$ cat config.mk
export PLATFORM = sky130hd
export DESIGN_NAME = fifo_stream_reader
export DESIGN_NICKNAME = d
export VERILOG_FILES = /design/src/rtl/fifo_stream_reader.sv
export SDC_FILE = /design/constraint.sdc
export NUM_CORES = 1
export LEC_CHECK = 0
export CAP_MARGIN = 15
export CORE_AREA = 8 8 76 58
export DETAILED_ROUTE_END_ITERATION = 7
export DIE_AREA = 0 0 84 66
export PLACE_DENSITY = 0.82
export SLEW_MARGIN = 40
export SYNTH_ARGS = -nofsm -noshare
export SYNTH_HDL_FRONTEND = slang
export SYNTH_SLANG_ARGS = --single-unit
$ cat constraint.sdc
create_clock -name clk -period 3.2 [get_ports clk]
set_clock_uncertainty 0.15 [all_clocks]
set_input_delay 0.96 -clock clk [delete_from_list [all_inputs] [get_ports clk]]
set_output_delay 0.96 -clock clk [all_outputs]
set_load 0.01 [all_outputs]
$ cat src/rtl/fifo_stream_reader.sv
// fifo_stream_reader: drains a synchronous FIFO into a valid/ready stream.
// A read issued in cycle N returns data in N+1; that word is captured into a
// 2-entry skid buffer at the end of N+1 and is presented in N+2. Words are
// grouped into frames of FRAME_LEN, with m_last marking the final word of each
// frame and frame_count counting completed frames.
// Note: rst_n is an asynchronous, ACTIVE-HIGH reset. The name is historical.

module fifo_stream_reader #(
    parameter int DATA_WIDTH  = 8,
    parameter int FRAME_LEN   = 4,
    parameter int COUNT_WIDTH = 8
) (
    input  logic                   clk,
    input  logic                   rst_n,
    input  logic                   en,
    input  logic                   fifo_empty,
    input  logic [DATA_WIDTH-1:0]  fifo_rdata,
    output logic                   fifo_r_en,
    output logic                   m_valid,
    input  logic                   m_ready,
    output logic [DATA_WIDTH-1:0]  m_data,
    output logic                   m_last,
    output logic [COUNT_WIDTH-1:0] frame_count,
    output logic                   busy
);

    // A beat counter needs at least one bit, even when FRAME_LEN is 1.
    localparam int BEAT_W = (FRAME_LEN > 1) ? $clog2(FRAME_LEN) : 1;
    localparam logic [BEAT_W-1:0] LAST_BEAT = BEAT_W'(FRAME_LEN - 1);

    // Registered state
    logic [1:0]             occ_r;
    logic                   inflight_r;
    logic [BEAT_W-1:0]      beat_r;
    logic [COUNT_WIDTH-1:0] frame_count_r;
    logic [DATA_WIDTH-1:0]  buf0_r;   // head of the skid buffer (oldest word)
    logic [DATA_WIDTH-1:0]  buf1_r;   // second entry

    // Combinational next-state and control
    logic                   m_valid_s;
    logic                   pop_s;
    logic [2:0]             occ_sum_s;
    logic [1:0]             occ_next_s;
    logic [1:0]             wr_pos_s;
    logic                   rd_issue_s;
    logic [DATA_WIDTH-1:0]  buf0_next_s;
    logic [DATA_WIDTH-1:0]  buf1_next_s;
    logic [BEAT_W-1:0]      beat_next_s;
    logic [COUNT_WIDTH-1:0] frame_count_next_s;

    assign m_valid_s = (occ_r != 2'd0);

    // Handshake, occupancy arithmetic, and the read-issue decision.
    always_comb begin
        pop_s      = m_valid_s && m_ready;
        // occ + inflight - pop. Because pop implies occ != 0, this never underflows.
        occ_sum_s  = {1'b0, occ_r} + {2'b00, inflight_r} - {2'b00, pop_s};
        occ_next_s = occ_sum_s[1:0];
        // Slot that receives a captured word, after this cycle's pop has been removed.
        wr_pos_s   = occ_r - {1'b0, pop_s};
        // Depends combinationally on m_ready, so a ready sink is fed every cycle.
        rd_issue_s = !rst_n && en && !fifo_empty && (occ_sum_s < 3'd2);
    end

    // Skid-buffer data movement: shift the buffer on pop, then write the captured word.
    always_comb begin
        buf0_next_s = buf0_r;
        buf1_next_s = buf1_r;
        if (pop_s && (occ_r == 2'd2)) begin
            buf0_next_s = buf1_r;
        end else begin
            buf0_next_s = buf0_r;
        end
        if (inflight_r) begin
            case (wr_pos_s)
                2'd0:    buf0_next_s = fifo_rdata;
                2'd1:    buf1_next_s = fifo_rdata;
                default: buf1_next_s = buf1_r;   // overflow, cannot occur; flagged by the checker
            endcase
        end else begin
            buf1_next_s = buf1_r;
        end
    end

    // Frame position and the completed-frame counter advance on each pop.
    always_comb begin
        beat_next_s        = beat_r;
        frame_count_next_s = frame_count_r;
        if (pop_s) begin
            if (beat_r == LAST_BEAT) begin
                beat_next_s        = {BEAT_W{1'b0}};
                frame_count_next_s = frame_count_r + COUNT_WIDTH'(1);
            end else begin
                beat_next_s        = beat_r + BEAT_W'(1);
                frame_count_next_s = frame_count_r;
            end
        end else begin
            beat_next_s        = beat_r;
            frame_count_next_s = frame_count_r;
        end
    end

    // State registers. Reset is asynchronous and clears everything; a word
    // that is in flight at reset is dropped.
    always_ff @(posedge clk or posedge rst_n) begin
        if (rst_n) begin
            occ_r         <= 2'd0;
            inflight_r    <= 1'b0;
            beat_r        <= {BEAT_W{1'b0}};
            frame_count_r <= {COUNT_WIDTH{1'b0}};
            buf0_r        <= {DATA_WIDTH{1'b0}};
            buf1_r        <= {DATA_WIDTH{1'b0}};
        end else begin
            occ_r         <= occ_next_s;
            inflight_r    <= rd_issue_s;
            beat_r        <= beat_next_s;
            frame_count_r <= frame_count_next_s;
            buf0_r        <= buf0_next_s;
            buf1_r        <= buf1_next_s;
        end
    end

    assign fifo_r_en   = rd_issue_s;
    assign m_valid     = m_valid_s;
    assign m_data      = buf0_r;
    assign m_last      = m_valid_s && (beat_r == LAST_BEAT);
    assign frame_count = frame_count_r;
    assign busy        = m_valid_s || inflight_r;

    fifo_stream_reader_chk #(
        .DATA_WIDTH (DATA_WIDTH)
    ) u_chk (
        .clk        (clk),
        .rst        (rst_n),
        .occ_sum    (occ_sum_s),
        .en         (en),
        .fifo_empty (fifo_empty),
        .fifo_r_en  (rd_issue_s),
        .m_valid    (m_valid_s),
        .m_ready    (m_ready),
        .m_data     (buf0_r),
        .m_last     (m_last)
    );

endmodule

// Protocol checker for fifo_stream_reader. It contains only assertions and
// drives no outputs.
module fifo_stream_reader_chk #(
    parameter int DATA_WIDTH = 8
) (
    input logic                  clk,
    input logic                  rst,
    input logic [2:0]            occ_sum,
    input logic                  en,
    input logic                  fifo_empty,
    input logic                  fifo_r_en,
    input logic                  m_valid,
    input logic                  m_ready,
    input logic [DATA_WIDTH-1:0] m_data,
    input logic                  m_last
);

    // The skid buffer must never need a third slot.
    a_no_overflow: assert property (@(posedge clk) disable iff (rst)
        occ_sum <= 3'd2);

    // A read is never issued to an empty FIFO.
    a_no_read_empty: assert property (@(posedge clk) disable iff (rst)
        fifo_r_en |-> !fifo_empty);

    // Reads are only issued while enabled.
    a_read_needs_en: assert property (@(posedge clk) disable iff (rst)
        fifo_r_en |-> en);

    // A stalled output holds its word and framing.
    a_stall_stable: assert property (@(posedge clk) disable iff (rst)
        (m_valid && !m_ready) |=> (m_valid && $stable(m_data) && $stable(m_last)));

    // m_last is qualified by m_valid.
    a_last_valid: assert property (@(posedge clk) disable iff (rst)
        m_last |-> m_valid);

endmodule

Word level (Yosys, flattened, before mapping)
Index checks and enable logic that the tools add are counted.
{"block": "classes", "eq_ne": 3, "n_mux": 4, "n_mul": 0, "bitwise_logic": 0, "reduce_logical": 13, "add_sub_neg": 5, "order_cmp": 1, "div": 0, "shifts": 0}
{"op": "2-to-1 mux 8 bit", "n": 3}
{"op": "adder 8 x 1 -> 8 bit, second input constant", "n": 1}
{"op": "logical AND 1 bit", "n": 6}
{"op": "== test 2 bit, second input constant", "n": 2}
{"op": "AND reduction 2 bit", "n": 2}
{"op": "adder 2 x 1 -> 3 bit", "n": 1}
{"op": "< comparator 3 x 2 -> 1 bit, second input constant", "n": 1}
{"op": "subtractor 3 x 1 -> 3 bit", "n": 1}
{"op": "adder 2 x 1 -> 2 bit, second input constant", "n": 1}
{"op": "== test 2 x 1 -> 1 bit, second input constant", "n": 1}
{"op": "zero test 1 bit", "n": 2}
{"op": "zero test 2 bit", "n": 1}
{"op": "2-to-1 mux 2 bit", "n": 1}
{"op": "nonzero test 2 bit", "n": 1}
{"op": "subtractor 2 x 1 -> 2 bit", "n": 1}
{"op": "logical OR 1 bit", "n": 1}
{"block": "word_totals", "output_inout_bits": 20, "n_memories": 0, "mem_bits_ro": 0, "ram_bits": 0, "register_bits": 29, "latch_bits": 0, "wordCells": 32}

Longest topological paths before layout
{"block": "logic_depth", "depth_word": 6, "mapped_depth": 8, "ltp_nobuf": 7}

Worst setup path before layout
No wires, ideal clock.
{"block": "synth_path", "path_type": "input -> output", "startpoint": "in m_ready", "endpoint": "out fifo_r_en", "stages": 7, "path_slack_ps": -296, "arrival_time_ps": 2386, "path_cell_list": "o21ai_0 or2_2 nand2_1 ha_1 fa_1 nor2_1 and4_1"}
{"block": "synth_via", "elab_chain_len": 4}
{"item": "start: declaration", "line": "20", "source": "input logic m_ready,"}
{"item": "logical AND 1 bit", "line": "55", "source": "pop_s = m_valid_s && m_ready;"}
{"item": "subtractor 3 x 1 -> 3 bit", "line": "57", "source": "occ_sum_s = {1'b0, occ_r} + {2'b00, inflight_r} - {2'b00, pop_s};"}
{"item": "net occ_sum_s[1]", "line": "42", "source": "logic [2:0] occ_sum_s;"}
{"item": "< comparator 3 x 2 -> 1 bit", "line": "62", "source": "rd_issue_s = !rst_n && en && !fifo_empty && (occ_sum_s < 3'd2);"}
{"item": "logical AND 1 bit", "line": "62"}
{"item": "end: declaration", "line": "18", "source": "output logic fifo_r_en,"}
The timed path passes the listed nets, and every way through them passes these cells.

Worst setup path in the final report
Ends and elaborated chain as after synthesis.

==> impl_metrics.yaml <==
synthesis:
  yosys_warnings: 0
  ys_seq_elements: 29
  yosysUniqueCellTypes: 25
  synth-async-reset-ratio_pct: 100
  synth_cells: 100
  synth_edf_count: 0
  ys_seq_area_share_pct: 52.9
  synth.avg_cell_area_um2: 13.7
  ys.flop_type: "dfrtp_1"
  syn_area_mm2: 0.00137
  synth_nets: 117
floorplanning:
  fp.dieArea_mm2: 0.00554
  initial_core_util_pct: 41.5
  row_count: 18
  dieWidth_um: 84
  die_y_um: 66
  boundaryPins: 33
  core_area_mm2: 0.00331
power:
  p_sw_w: 0.000539
  cellInternalPower_w: 0.00126
  p_comb_share_pct: 43.5
  power.density_mw_per_mm2: 919
  p_leak_nw: 0.953
  vdd_drop_max_v: 0.000456
  netSwitchingFraction_pct: 30.0
  p_clk_share_pct: 21.9
  seq_power_share_pct: 34.6
finish:
  final_layout_size_suffix_gt1_share_pct: 37.1
  final_common_cell: "clkdlybuf4s50_1"
  final-instance-count-excl-fill: 191
  area_growth_pct: 42.7
  mostFrequentLayoutCells: "clkdlybuf4s50_1 (30), dfrtp_1 (29), mux2_2 (18)"
  diodes: 0
  finalNetCount: 167
timing:
  finalCritPeriodShare_pct: 110
  tightest_slew_ns: 0.484
  slew_headroom_pct: 67.7
  fmax_mhz: 283
  slew_viol_final: 0
  rsz0062_at_grt: "yes"
  setup_ws_ns: -0.327
  holdWs_ns: 0.324
  hold_viol: 0
  finalCriticalPeriod_ns: 3.53
  finalSetupViolCount: 1
drt:
  wl_um: 3040
  vias_per_cell: 4.95
  drcViolationCount: 0
  drt_iter0_drc: 45
  ant_nets: 0
  dr.pass1.iters: 4
  wire_per_inst_um: 15.9
  dr_total_vias: 945
global_route:
  antenna_found_initial: 0
  grt_usage_pct: 11.4
  grt_pass1_wl_um: 4990
  gr-total-overflow: 0
  grt_pass1_vias: 1039
  grt_max_degree: 30
setup_path:
  critPathMaxFanout: 2
  critical-path-max-stage-delay_ns: 0.48
  slowest_stage: "fa_1"
  cpMostUsedCell: "nand2_2"
  required_ns: 2.09
  arrival_ns: 2.42
  critPathKind: "in2out"
  cp-end-kind: "primary output"
  crit_chain: "buf_6, o21ai_2, buf_4, nand2_2, nand2_2, ha_4, fa_1, nor2_1, and4_1, buf_2"
  worst_setup_path_start_kind: "input port"
placement:
  gp_routability_congestion: 0.725
  dp.final_hpwl_um: 2190
  place_inst: 179
  io_buffers: 32
clock_network:
  clk_latency_ns: 0.28
  cts_buffer_depth: 2
  cts_made_buffers: 5
  cts.clk_slew.worst_paths_ns: 0.06
  cts.sinks: 29
  htree_levels: 2
  cts-root-buf: "clkbuf_8"
  cts_tree: "done"
hold_path:
  hp-class: "reg2reg"
outcome:
  failed_checks: "negative setup slack"
  status: "complete, but fails checks"
flow_run:
  cap_violations: 0
-- worst paths after layout --
check,startpoint,end,slack (ns),cells after the start
worst max-delay path,m_ready,fifo_r_en,-0.33,10
worst min-delay path,frame_count[7],frame_count[7],0.32,1
worst max register to register,occ_r[1],inflight_r,0.92,10
worst min register to register,frame_count[7],frame_count[7],0.32,1
max in group asynchronous,rst_n,frame_count[7],1.68,3
min in group asynchronous,rst_n,occ_r[1],0.95,3
-- logic make-up after synthesis --
family	Yosys count	share of synthesized area, %
simple gates	24	9.30
xor+xnor	8	5.11
mux	26	23.5
fa+ha+maj	4	4.19
compound gates	4	2.55
buf+inv	5	2.46
flops	29	52.9
-- routing by layer --
layer,wire (µm),track usage [%],part of all wire (%)
met5,0,0,0
met1,1230,12.6,40
met2,1560,18.8,51
met3,183,4.43,6.0
met4,74,6.44,2.4
-- cell usage after synthesis, drive strengths merged, types with 2 or more instances --
cell,n,share of area (%)
nor3,3,1.1
nand2,4,1.1
nor2,4,1.1
ha,3,2.7
inv,3,0.82
dfrtp,29,53
or2,2,0.91
xor2,7,4.5
nand3,4,1.5
mux2,26,24
buf,2,1.6
-- power groups by stage --
| stage | registers [W] | logic (W) | clock network (W) |
|---|---|---|---|
| after floorplan | 0.000650 | 0.000393 | 0 |
| after global placement | 0.000618 | 0.000717 | 0 |
| after detailed placement | 0.000628 | 0.000755 | 0 |
| after CTS | 0.000623 | 0.000789 | 0.000404 |
| after global routing | 0.000640 | 0.000850 | 0.000424 |
| final | 0.000622 | 0.000784 | 0.000394 |
-- what timing repair did --
action	4_1_cts	5_1_grt
endpoints found under the hold margin	0	0
endpoints found under the setup margin	1	1
hold buffers	0	0
setup buffers	3	1
pin swaps	3	2
gates resized for setup	13	0
-- metrics by stage --
| stage | total power [W] | cell area (µm²) | setup TNS, ns | setup WS, ns | util (%) |
|---|---|---|---|---|---|
| after floorplan | 0.00104 | 1380 | -0.0947 | -0.0947 | - |
| after global placement | 0.00133 | 1790 | -1.09 | -1.09 | 54.2 |
| after detailed placement | 0.00138 | 1790 | -1.22 | -1.22 | 54.2 |
| after CTS | 0.00182 | 1950 | -0.324 | -0.324 | 58.9 |
| after global routing | 0.00191 | 1960 | -0.414 | -0.414 | 59.1 |
| final | 0.00180 | 1960 | -0.327 | -0.327 | 59.1 |
-- sequential cells by signal, indices dropped and copies added (netlist names) --
name,cells
buf1_r,8
frame_count,8
m_data,8
beat_r,2
occ_r,2
inflight_r,1
-- final cells by class --
class	count	area, µm²
Sequential cell	29	726
Multi-Input combinational cell	66	637
Inverter	3	11.3
Clock inverter	2	37.5
Clock buffer	6	82.6
Timing Repair Buffer	45	414
Tap cell	40	50.0
Fill cell	274	1350
-- critical path, delay by kind of cell --
kind,cells,cell delay (ns)
simple gates,4,0.42
fa+ha+maj,2,0.63
buf+inv,3,0.35
compound gates,1,0.05
(Power assumes the default switching activity.)
